<file path="src/rtl/axi_ic_pkg.sv">
// Shared interconnect definitions: arbiter state encoding and master indices.
package axi_ic_pkg;

  typedef enum logic [1:0] {
    StIdle = 2'd0,
    StAddr = 2'd1,
    StData = 2'd2
  } arb_state_e;

  localparam logic M0 = 1'b0;
  localparam logic M1 = 1'b1;

endpackage

</file>
<file path="src/rtl/rr_pick2.sv">
// Two-requester round-robin pick: on a tie the requester that was not served last wins.
module rr_pick2
  import axi_ic_pkg::*;
(
  input  logic [1:0] req_i,
  input  logic       last_i,
  output logic       gnt_valid_o,
  output logic       gnt_idx_o
);

  // Pure decode of the request vector against the last-served index.
  always_comb begin
    gnt_valid_o = |req_i;
    unique case (req_i)
      2'b11:   gnt_idx_o = ~last_i;
      2'b10:   gnt_idx_o = M1;
      default: gnt_idx_o = M0;
    endcase
  end

endmodule

</file>
<file path="src/rtl/axi_ar_rr_arbiter.sv">
// Two-master to one-slave AR/R arbiter. Grant is held from the AR handshake
// through the RLAST beat; `sel` drives the external AR payload mux.
// Optional stall abort in the R phase is enabled by defining AXI_ARB_TIMEOUT_EN.
module axi_ar_rr_arbiter
  import axi_ic_pkg::*;
#(
  parameter int unsigned TIMEOUT_CYCLES = 256
) (
  input  logic ACLK,
  input  logic ARESETN,
  input  logic M0_ARVALID,
  input  logic M1_ARVALID,
  output logic M0_ARREADY,
  output logic M1_ARREADY,
  output logic S_ARVALID,
  input  logic S_ARREADY,
  input  logic S_RVALID,
  input  logic S_RLAST,
  output logic S_RREADY,
  output logic M0_RVALID,
  output logic M1_RVALID,
  input  logic M0_RREADY,
  input  logic M1_RREADY,
  output logic sel,
  output logic busy,
  output logic timeout_err
);

  if (TIMEOUT_CYCLES < 2) begin : g_param_check
    $error("TIMEOUT_CYCLES must be at least 2");
  end

  arb_state_e state_q, state_d;
  logic       sel_q, sel_d;
  logic       last_q, last_d;
  logic       gnt_valid, gnt_idx;
  logic       m_arvalid, m_rready;
  logic       ar_hs, r_hs;
  logic       timeout_hit;

  rr_pick2 u_pick (
    .req_i       ({M1_ARVALID, M0_ARVALID}),
    .last_i      (last_q),
    .gnt_valid_o (gnt_valid),
    .gnt_idx_o   (gnt_idx)
  );

  // Signals of the currently granted master.
  assign m_arvalid = sel_q ? M1_ARVALID : M0_ARVALID;
  assign m_rready  = sel_q ? M1_RREADY : M0_RREADY;

  assign ar_hs = (state_q == StAddr) && m_arvalid && S_ARREADY;
  assign r_hs  = (state_q == StData) && S_RVALID && m_rready;

  // Route handshakes to/from the granted master only; everything idle outside its phase.
  always_comb begin
    S_ARVALID  = 1'b0;
    M0_ARREADY = 1'b0;
    M1_ARREADY = 1'b0;
    S_RREADY   = 1'b0;
    M0_RVALID  = 1'b0;
    M1_RVALID  = 1'b0;
    if (state_q == StAddr) begin
      S_ARVALID  = m_arvalid;
      M0_ARREADY = (sel_q == M0) && S_ARREADY;
      M1_ARREADY = (sel_q == M1) && S_ARREADY;
    end else if (state_q == StData) begin
      S_RREADY  = m_rready;
      M0_RVALID = (sel_q == M0) && S_RVALID;
      M1_RVALID = (sel_q == M1) && S_RVALID;
    end
  end

  assign sel  = sel_q;
  assign busy = (state_q != StIdle);

`ifdef AXI_ARB_TIMEOUT_EN
  localparam int unsigned CNT_W = $clog2(TIMEOUT_CYCLES + 1);

  logic [CNT_W-1:0] cnt_q, cnt_d;

  // Stall counter: zero outside DATA, cleared by every R handshake.
  always_comb begin
    timeout_hit = (state_q == StData) && !r_hs && (cnt_q == CNT_W'(TIMEOUT_CYCLES - 1));
    cnt_d       = '0;
    if ((state_q == StData) && !r_hs && !timeout_hit) begin
      cnt_d = cnt_q + 1'b1;
    end
  end

  // Stall counter register.
  always_ff @(posedge ACLK) begin
    if (!ARESETN) begin
      cnt_q <= '0;
    end else begin
      cnt_q <= cnt_d;
    end
  end

  assign timeout_err = timeout_hit;
`else
  assign timeout_hit = 1'b0;
  assign timeout_err = 1'b0;
`endif

  // Next-state: grant in IDLE, wait for AR handshake, release on last beat or abort.
  always_comb begin
    state_d = state_q;
    sel_d   = sel_q;
    last_d  = last_q;
    case (state_q)
      StIdle: begin
        if (gnt_valid) begin
          sel_d   = gnt_idx;
          state_d = StAddr;
        end
      end
      StAddr: begin
        if (ar_hs) begin
          state_d = StData;
        end
      end
      StData: begin
        if ((r_hs && S_RLAST) || timeout_hit) begin
          last_d  = sel_q;
          state_d = StIdle;
        end
      end
      default: state_d = StIdle;
    endcase
  end

  // State registers; after reset M0 wins the first tie.
  always_ff @(posedge ACLK) begin
    if (!ARESETN) begin
      state_q <= StIdle;
      sel_q   <= M0;
      last_q  <= M1;
    end else begin
      state_q <= state_d;
      sel_q   <= sel_d;
      last_q  <= last_d;
    end
  end

endmodule

</file>
<file path="config.mk">
export PLATFORM = sky130hd
export DESIGN_NAME = axi_ar_rr_arbiter
export DESIGN_NICKNAME = d
export VERILOG_FILES = /design/src/rtl/axi_ic_pkg.sv /design/src/rtl/rr_pick2.sv /design/src/rtl/axi_ar_rr_arbiter.sv
export SDC_FILE = /design/constraint.sdc
export NUM_CORES = 1
export LEC_CHECK = 0
export BUFFER_PORTS_ARGS = -buffer_cell sky130_fd_sc_hd__buf_4
export CORE_AREA = 2 2 39 41
export CTS_CLUSTER_DIAMETER = 80
export DETAILED_ROUTE_END_ITERATION = 12
export DIE_AREA = 0 0 41 43
export MAX_ROUTING_LAYER = met4
export PLACE_DENSITY = 0.45
export SLEW_MARGIN = 20
export SYNTH_ARGS = -nofsm -noshare
export SYNTH_HDL_FRONTEND = slang
export SYNTH_HIERARCHICAL = 1
export SYNTH_SLANG_ARGS = --single-unit
</file>
<file path="constraint.sdc">
create_clock -name ACLK -period 2.05 [get_ports ACLK]
set_input_delay 0.41 -clock ACLK [delete_from_list [all_inputs] [get_ports ACLK]]
set_output_delay 0.41 -clock ACLK [all_outputs]
set_load 0.05 [all_outputs]
</file>
; Word level (Yosys, flattened, before mapping)
; Cells that the tools add are included.
; Widths: inputs -> output; s select.
[word_totals]
reg_bits = 4
input_bits = 9
output_inout_bits = 9
wordCells = 43
[op_classes]
n_eq_ne = 7
n_mux = 16
bitwise_logic = 2
n_reduce_logical = 15
[op_table]
columns = cell, n
row1 = $mux 1, 11
row2 = $logic_and 1x1->1, 9
row3 = $eq 2x2->1 const B, 3
row4 = $mux 2, 3
row5 = $pmux 2 s3, 1
row6 = $ne 2x2->1 const B, 2
row7 = $reduce_and 2->1, 2
row8 = $reduce_and 3->1, 1
row9 = $eq 2x1->1 const B, 1
row10 = $logic_not 2->1, 1
row11 = $ne 2x1->1 const B, 1
row12 = $not 1->1, 2
row13 = $pmux 1 s2, 1
row14 = $reduce_bool 2->1, 1
row15 = $reduce_or 2->1, 1

; Logic depth before layout (Yosys ltp)
; Gate-level depths: netlist of run 1.
[logic_depth]
ltp_word = 6
depth_mapped = 4
ltp_nobuf = 4

; Cells and area by module
; Netlist of run 1, hierarchy kept.
[by_module_without_submodules]
columns = module, n_inst, cells_each, area_each_um2, seq_area_each_um2
row1 = axi_ar_rr_arbiter, 1, 34, 279.0, 80.1
row2 = rr_pick2, 1, 2, 13.8, 0.0

; Worst setup path before layout of run 1
; OpenSTA, ideal clock, no wires.
[synth_path]
path_kind = register -> output
from = register sel_q (netlist: sel)
to = output port S_ARVALID
t_arrival_ns = 2.063
t_required_ns = 1.640
setup_slack_ns = -0.423
stages_incl_launch_ff = 4
n_path_buf = 1
cell_sequence = dfxtp_1 buf_6 mux2i_2 nor3b_1
[synth_via]
elab_chain_len = 2
[synth_lines]
columns = item, line_no
row1 = start: declaration, axi_ar_rr_arbiter.sv:34  ; logic sel_q, sel_d;
row2 = start signal: assignment, axi_ar_rr_arbiter.sv:141  ; sel_q <= sel_d;
row3 = $mux 1, axi_ar_rr_arbiter.sv:49  ; assign m_arvalid = sel_q ? M1_ARVALID : M0_ARVALID;
row4 = $mux 1, axi_ar_rr_arbiter.sv:63  ; if (state_q == StAddr) begin
row5 = end: declaration, axi_ar_rr_arbiter.sv:15  ; output logic S_ARVALID,
; Every way passes these cells.

; Worst setup path after layout of run 1
; Same ends and word-level chain as after synthesis.

==> results of run 1 <==
## path summary, 6_finish.rpt
path	cells past startpoint	from	slack (ns)	endpoint
worst max-delay path	3	sel	0.29	S_ARVALID
worst min register to register	2	last_q	0.51	last_q
worst min-delay path	2	ARESETN	0.40	last_q
worst max register to register	3	sel	0.89	state_q[0]
## metrics by stage
step	std cells	instance area, sq um	power, mW	util, %	worst slack (ns)
after global routing	69	442	0.298	31.9	0.174
after floorplan	36	298	0.150	-	0.0278
after global placement	66	419	0.178	30.3	0.504
final	69	442	0.273	31.9	0.294
after CTS	69	442	0.279	31.9	0.268
after detailed placement	66	419	0.177	30.3	0.513
## critical path, stage by stage, from the launching register on
cell and delay (ns):
dfxtp_1 0.51, mux2i_2 0.34, nor3b_2 0.07, buf_4 0.19
## registers in the layout, summed over array words and instances, names as in the netlist
signal,cells
state_q,2
sel,1
last_q,1
## per-layer routing
metal / global-route usage, % / vias up
li1: - / 159
met3: 7.85 / 0
met2: 11.3 / 13
met5: - / -
met1: 11.6 / 126
met4: 4.00 / 0
## cell families after synthesis
group                  Yosys count  synth area share, %
AO/OA/AOI/OAI                    6                 14.5
flip-flops                       4                 27.4
buffers and inverters            5                 10.3
other                            1                 1.28
multiplexers                     3                 11.5
AND/OR/NAND/NOR                 17                 35.0
## power by group
group          internal (mW)  total, mW  leakage [nW]  switching (mW)
clock network         0.0655     0.0982        0.0138          0.0327
registers             0.0825     0.0906        0.0328         0.00813
logic                 0.0343     0.0846         0.158          0.0503
## synth_stat cells, drive strengths merged
master   instances
a21boi           1
and3             2
buf              2
conb             1
dfxtp            4
inv              3
mux2i            3
nand2            3
nand3b           1
nand4b           1
nor2             3
nor2b            2
nor3             1
nor3b            2
o2111ai          1
o211ai           1
o21ai            1
o22ai            1
o31ai            1
or2              2
## area by class of cell
cell class,count,area [sq um]
clock buffers,3,22.5
fillers,163,942
inverters,3,11.3
multi-input cells,27,188
flip-flops and latches,4,80.1
well taps,16,20.0
repair buffers,16,120
==> metrics.txt, run 1 <==
status=completed; initial antenna violation count=0; most frequent cells in the layout=buf_4 (16), dfxtp_1 (4); Post-CTS Resized=0; Detailed Routing Iterations Pass 1=2; setup TNS=0 ns; H-tree depth=1; WS Path Type=flop to output port; unrepaired setup endpoints after global routing=no; top cells by area, synth=dfxtp_1 (27%), mux2i_1 (6.8%), nor3b_1 (5.1%); number of DRC markers in iteration 0=1; global-route wire length before repair=a little over 1000 um; Mapped Area=293 sq um; worst skew pair latency=around 0.24 ns; Worst Setup Start Kind=flop; Routed met2 length=311 um; most common cell after layout, fill and taps aside=buf_4; nature of the critical path endpoint=output port; Setup Viol. Count Final=0; CTS hold repair buffers=0; final WL=667 um; Avg WL per Cell=9.67 um; top routing layer used=met3; Worst Path Required=roughly 1.6 ns; GP Congestion=between 0.6 and 0.7; # IOs=18; Die H=between 40 and 50 um; cell taking the most area after synthesis=dfxtp_1; Yosys top cell area share=between 20% and 30%; DR WL met3=~63 um; vias=298; Arrival @ worst endpoint=between 1 and 1.5 ns; average size of a mapped cell=8.13 sq um; worst hold slack=0.396 ns; Final Skew=0.00694 ns; maximum vdd drop=0.256 mV; CTS Buf Count=3; clk slew on worst S/H paths=~0.030 ns; CTS Sinks=4; synthesized net count=45; vias per cell=4.32; HPWL after detailed placement=around 540 um; core area=0.00138 sq mm; final routed DRC violation total=0; share of layout cells above drive strength 1=45.3%; grt ovf=0; Post-DRT Antenna Nets=0; Mapped Cells=36; vias in the first global route=250; # Post-CTS Setup Buffers=0; largest net degree at the start of global routing=10; Synth Register Bits=4; die area=roughly 0.0018 sq mm; Worst Hold Class=input pin to flop; max-cap violations=0; final hold violations=0; CTS root buffer=clkbuf_4; Crit Path Max Fanout=9; max-slew violations=0; PD cells=about 620 mW/mm^2; Initial Util=between 20% and 30%; post-synthesis sequential area ratio=approximately 27%; Antenna Cells=0; P_leak=between 0.2 and 0.25 nW; port buffer count=16; fin crit period=1.76 ns; Synth cell types=24; # rows=14; GRT Util Overall=a little under a tenth; CTS tree=yes; Total Nets Final=64; Die X=41 um; post-route clock period utilization=between 80% and 90%; Max Clock Freq=~570 MHz; Synth warnings=6; Max Root-Sink Buffers=2; M1 WL=just under 300 um; P&R area growth vs syn=50.9%
Note: power is estimated with default switching activity, not from simulation.
==> run 2, diff against run 1 <==
--- a/config.mk
+++ b/config.mk
@@ -5,13 +5,14 @@
 export SDC_FILE = /design/constraint.sdc
 export NUM_CORES = 1
 export LEC_CHECK = 0
-export BUFFER_PORTS_ARGS = -buffer_cell sky130_fd_sc_hd__buf_4
+export ABC_CLOCK_PERIOD_IN_PS = 2050
 export CORE_AREA = 2 2 39 41
 export CTS_CLUSTER_DIAMETER = 80
 export DETAILED_ROUTE_END_ITERATION = 12
 export DIE_AREA = 0 0 41 43
+export DONT_BUFFER_PORTS = 1
 export MAX_ROUTING_LAYER = met4
-export PLACE_DENSITY = 0.45
+export PLACE_DENSITY = 0.33
 export SLEW_MARGIN = 20
 export SYNTH_ARGS = -nofsm -noshare
 export SYNTH_HDL_FRONTEND = slang
==> metrics.txt, run 2 (synthesis gave the netlist of run 1 again) <==
status=completed; Hold Crit Depth=1; Worst Path Required=around 1.6 ns; maximum vdd drop=approximately 0.19 mV; Biggest register=state_q; Worst Setup Start Kind=flop; CTS hold repair buffers=0; largest net degree at the start of global routing=10; number of DRC markers in iteration 0=2; top routing layer used=met3; vias per cell=approximately 4.6; max-cap violations=0; share of layout cells above drive strength 1=a little under a third; Die X=between 40 and 50 um; CTS tree=yes; # IOs=18; register area=roughly 80 sq um; H-tree depth=1; Fill cells=roughly 160; worst r2r dst=state_q[0]; P_int=0.169 mW; worst hold slack=approximately 0.26 ns; P_leak=0.150 nW; PD cells=a little over 700 mW/mm^2; final hold violations=0; die area=0.00176 sq mm; Clock Power Share=~38%; clk slew on worst S/H paths=around 0.04 ns; WHS Endpoint=last_q; vias=267; Place WS=between 0.4 and 0.5 ns; most frequent cells in the layout=buf_4 (5), dfxtp_1 (4); DR WL met3=74 um; Initial Util=between 20% and 30%; Psw=0.0851 mW; most common cell after layout, fill and taps aside=buf_4; worst hold start=ARESETN; CTS Buf Count=3; Die H=~43 um; Net Sw Frac=between 30% and 40%; final routed DRC violation total=0; nature of the critical path endpoint=output port; Setup Viol. Count Final=0; Routed met2 length=around 320 um; combinational power share=about a quarter; GP Congestion=0.714; Post-CTS Resized=0; GRT Util Overall=between 10% and 20%; fin crit period=around 1.8 ns; Max Root-Sink Buffers=2; core area=roughly 0.0014 sq mm; unrepaired setup endpoints after global routing=no; Arrival @ worst endpoint=1.42 ns; global-route wire length before repair=approximately 1100 um; Antenna Cells=0; setup TNS=0 ns; grt ovf=0; Total Nets Final=53; final WL=~730 um; Detailed Routing Iterations Pass 1=2; M1 WL=331 um; initial antenna violation count=0; Max Clock Freq=545 MHz; max-slew violations=0; CTS root buffer=clkbuf_4; port buffer count=0; post-route clock period utilization=around 89%; max reg flops=2; worst skew pair latency=0.23 ns; WS Path Type=flop to output port; Post-DRT Antenna Nets=0; Crit Path Max Fanout=7; Multi-input gate area=approximately 190 sq um; Worst Hold Class=input pin to flop; # rows=14; Flop pwr share=roughly 36%; # Post-CTS Setup Buffers=0; vias in the first global route=between 200 and 300; Final Skew=roughly 0.0037 ns; P&R area growth vs syn=22.6%; R2R Setup Slk=around 0.85 ns; Avg WL per Cell=around 13 um; FF-to-FF Start=sel; Worst R2R Path Depth=3; CTS Sinks=4; final worst setup slack=roughly 0.22 ns
-- run 2: worst max-delay path by stage --
| stage | from | to | slack, ns | cells after the start |
|---|---|---|---|---|
| after global routing | state_q[1] | M0_RVALID | 0.13 | 2 |
| after CTS | state_q[1] | M0_RVALID | 0.19 | 2 |
| final | state_q[1] | M0_RVALID | 0.22 | 2 |
| after floorplan | sel | S_RREADY | 0.03 | 3 |
| after detailed placement | state_q[1] | M0_RVALID | 0.46 | 2 |
| after global placement | state_q[1] | M0_RVALID | 0.48 | 2 |
-- run 2: metrics by stage --
step           cells  cell area (sq um)  total power [mW]  util [%]
2_1_floorplan     36                298             0.150         -
3_3_place_gp      55                337             0.160      24.3
3_5_place_dp      55                337             0.159      24.3
4_1_cts           58                359             0.261      25.9
5_1_grt           58                359             0.268      25.9
6_report          58                359             0.254      25.9
-- run 2: critical path, stage by stage (launching register included) --
cell     delay, ns
dfxtp_1       0.43
nor2b_1       0.25
and3_1        0.50
-- run 2: final cells by class --
| cell class | count | share of cell area [%] |
|---|---|---|
| multi-input cells | 27 | 52.3 |
| flip-flops and latches | 4 | 22.3 |
| repair buffers | 5 | 10.5 |
| clock buffers | 3 | 6.27 |
| well taps | 16 | 5.57 |
| inverters | 3 | 3.14 |
-- run 2: power groups by stage --
stage / clock network (mW) / logic [mW] / registers (mW)
finish: 0.0966 / 0.0670 / 0.0909
global route: 0.106 / 0.0711 / 0.0914
CTS: 0.102 / 0.0676 / 0.0909
detailed placement: 0 / 0.0673 / 0.0921
global placement: 0 / 0.0681 / 0.0915
floorplan: 0 / 0.0583 / 0.0918
-- run 2: per-layer routing --
metal,GRT usage [%],up-vias
met3,3.14,0
met1,12.5,116
li1,-,136
met2,12.2,15
met5,-,-
met4,12.0,0
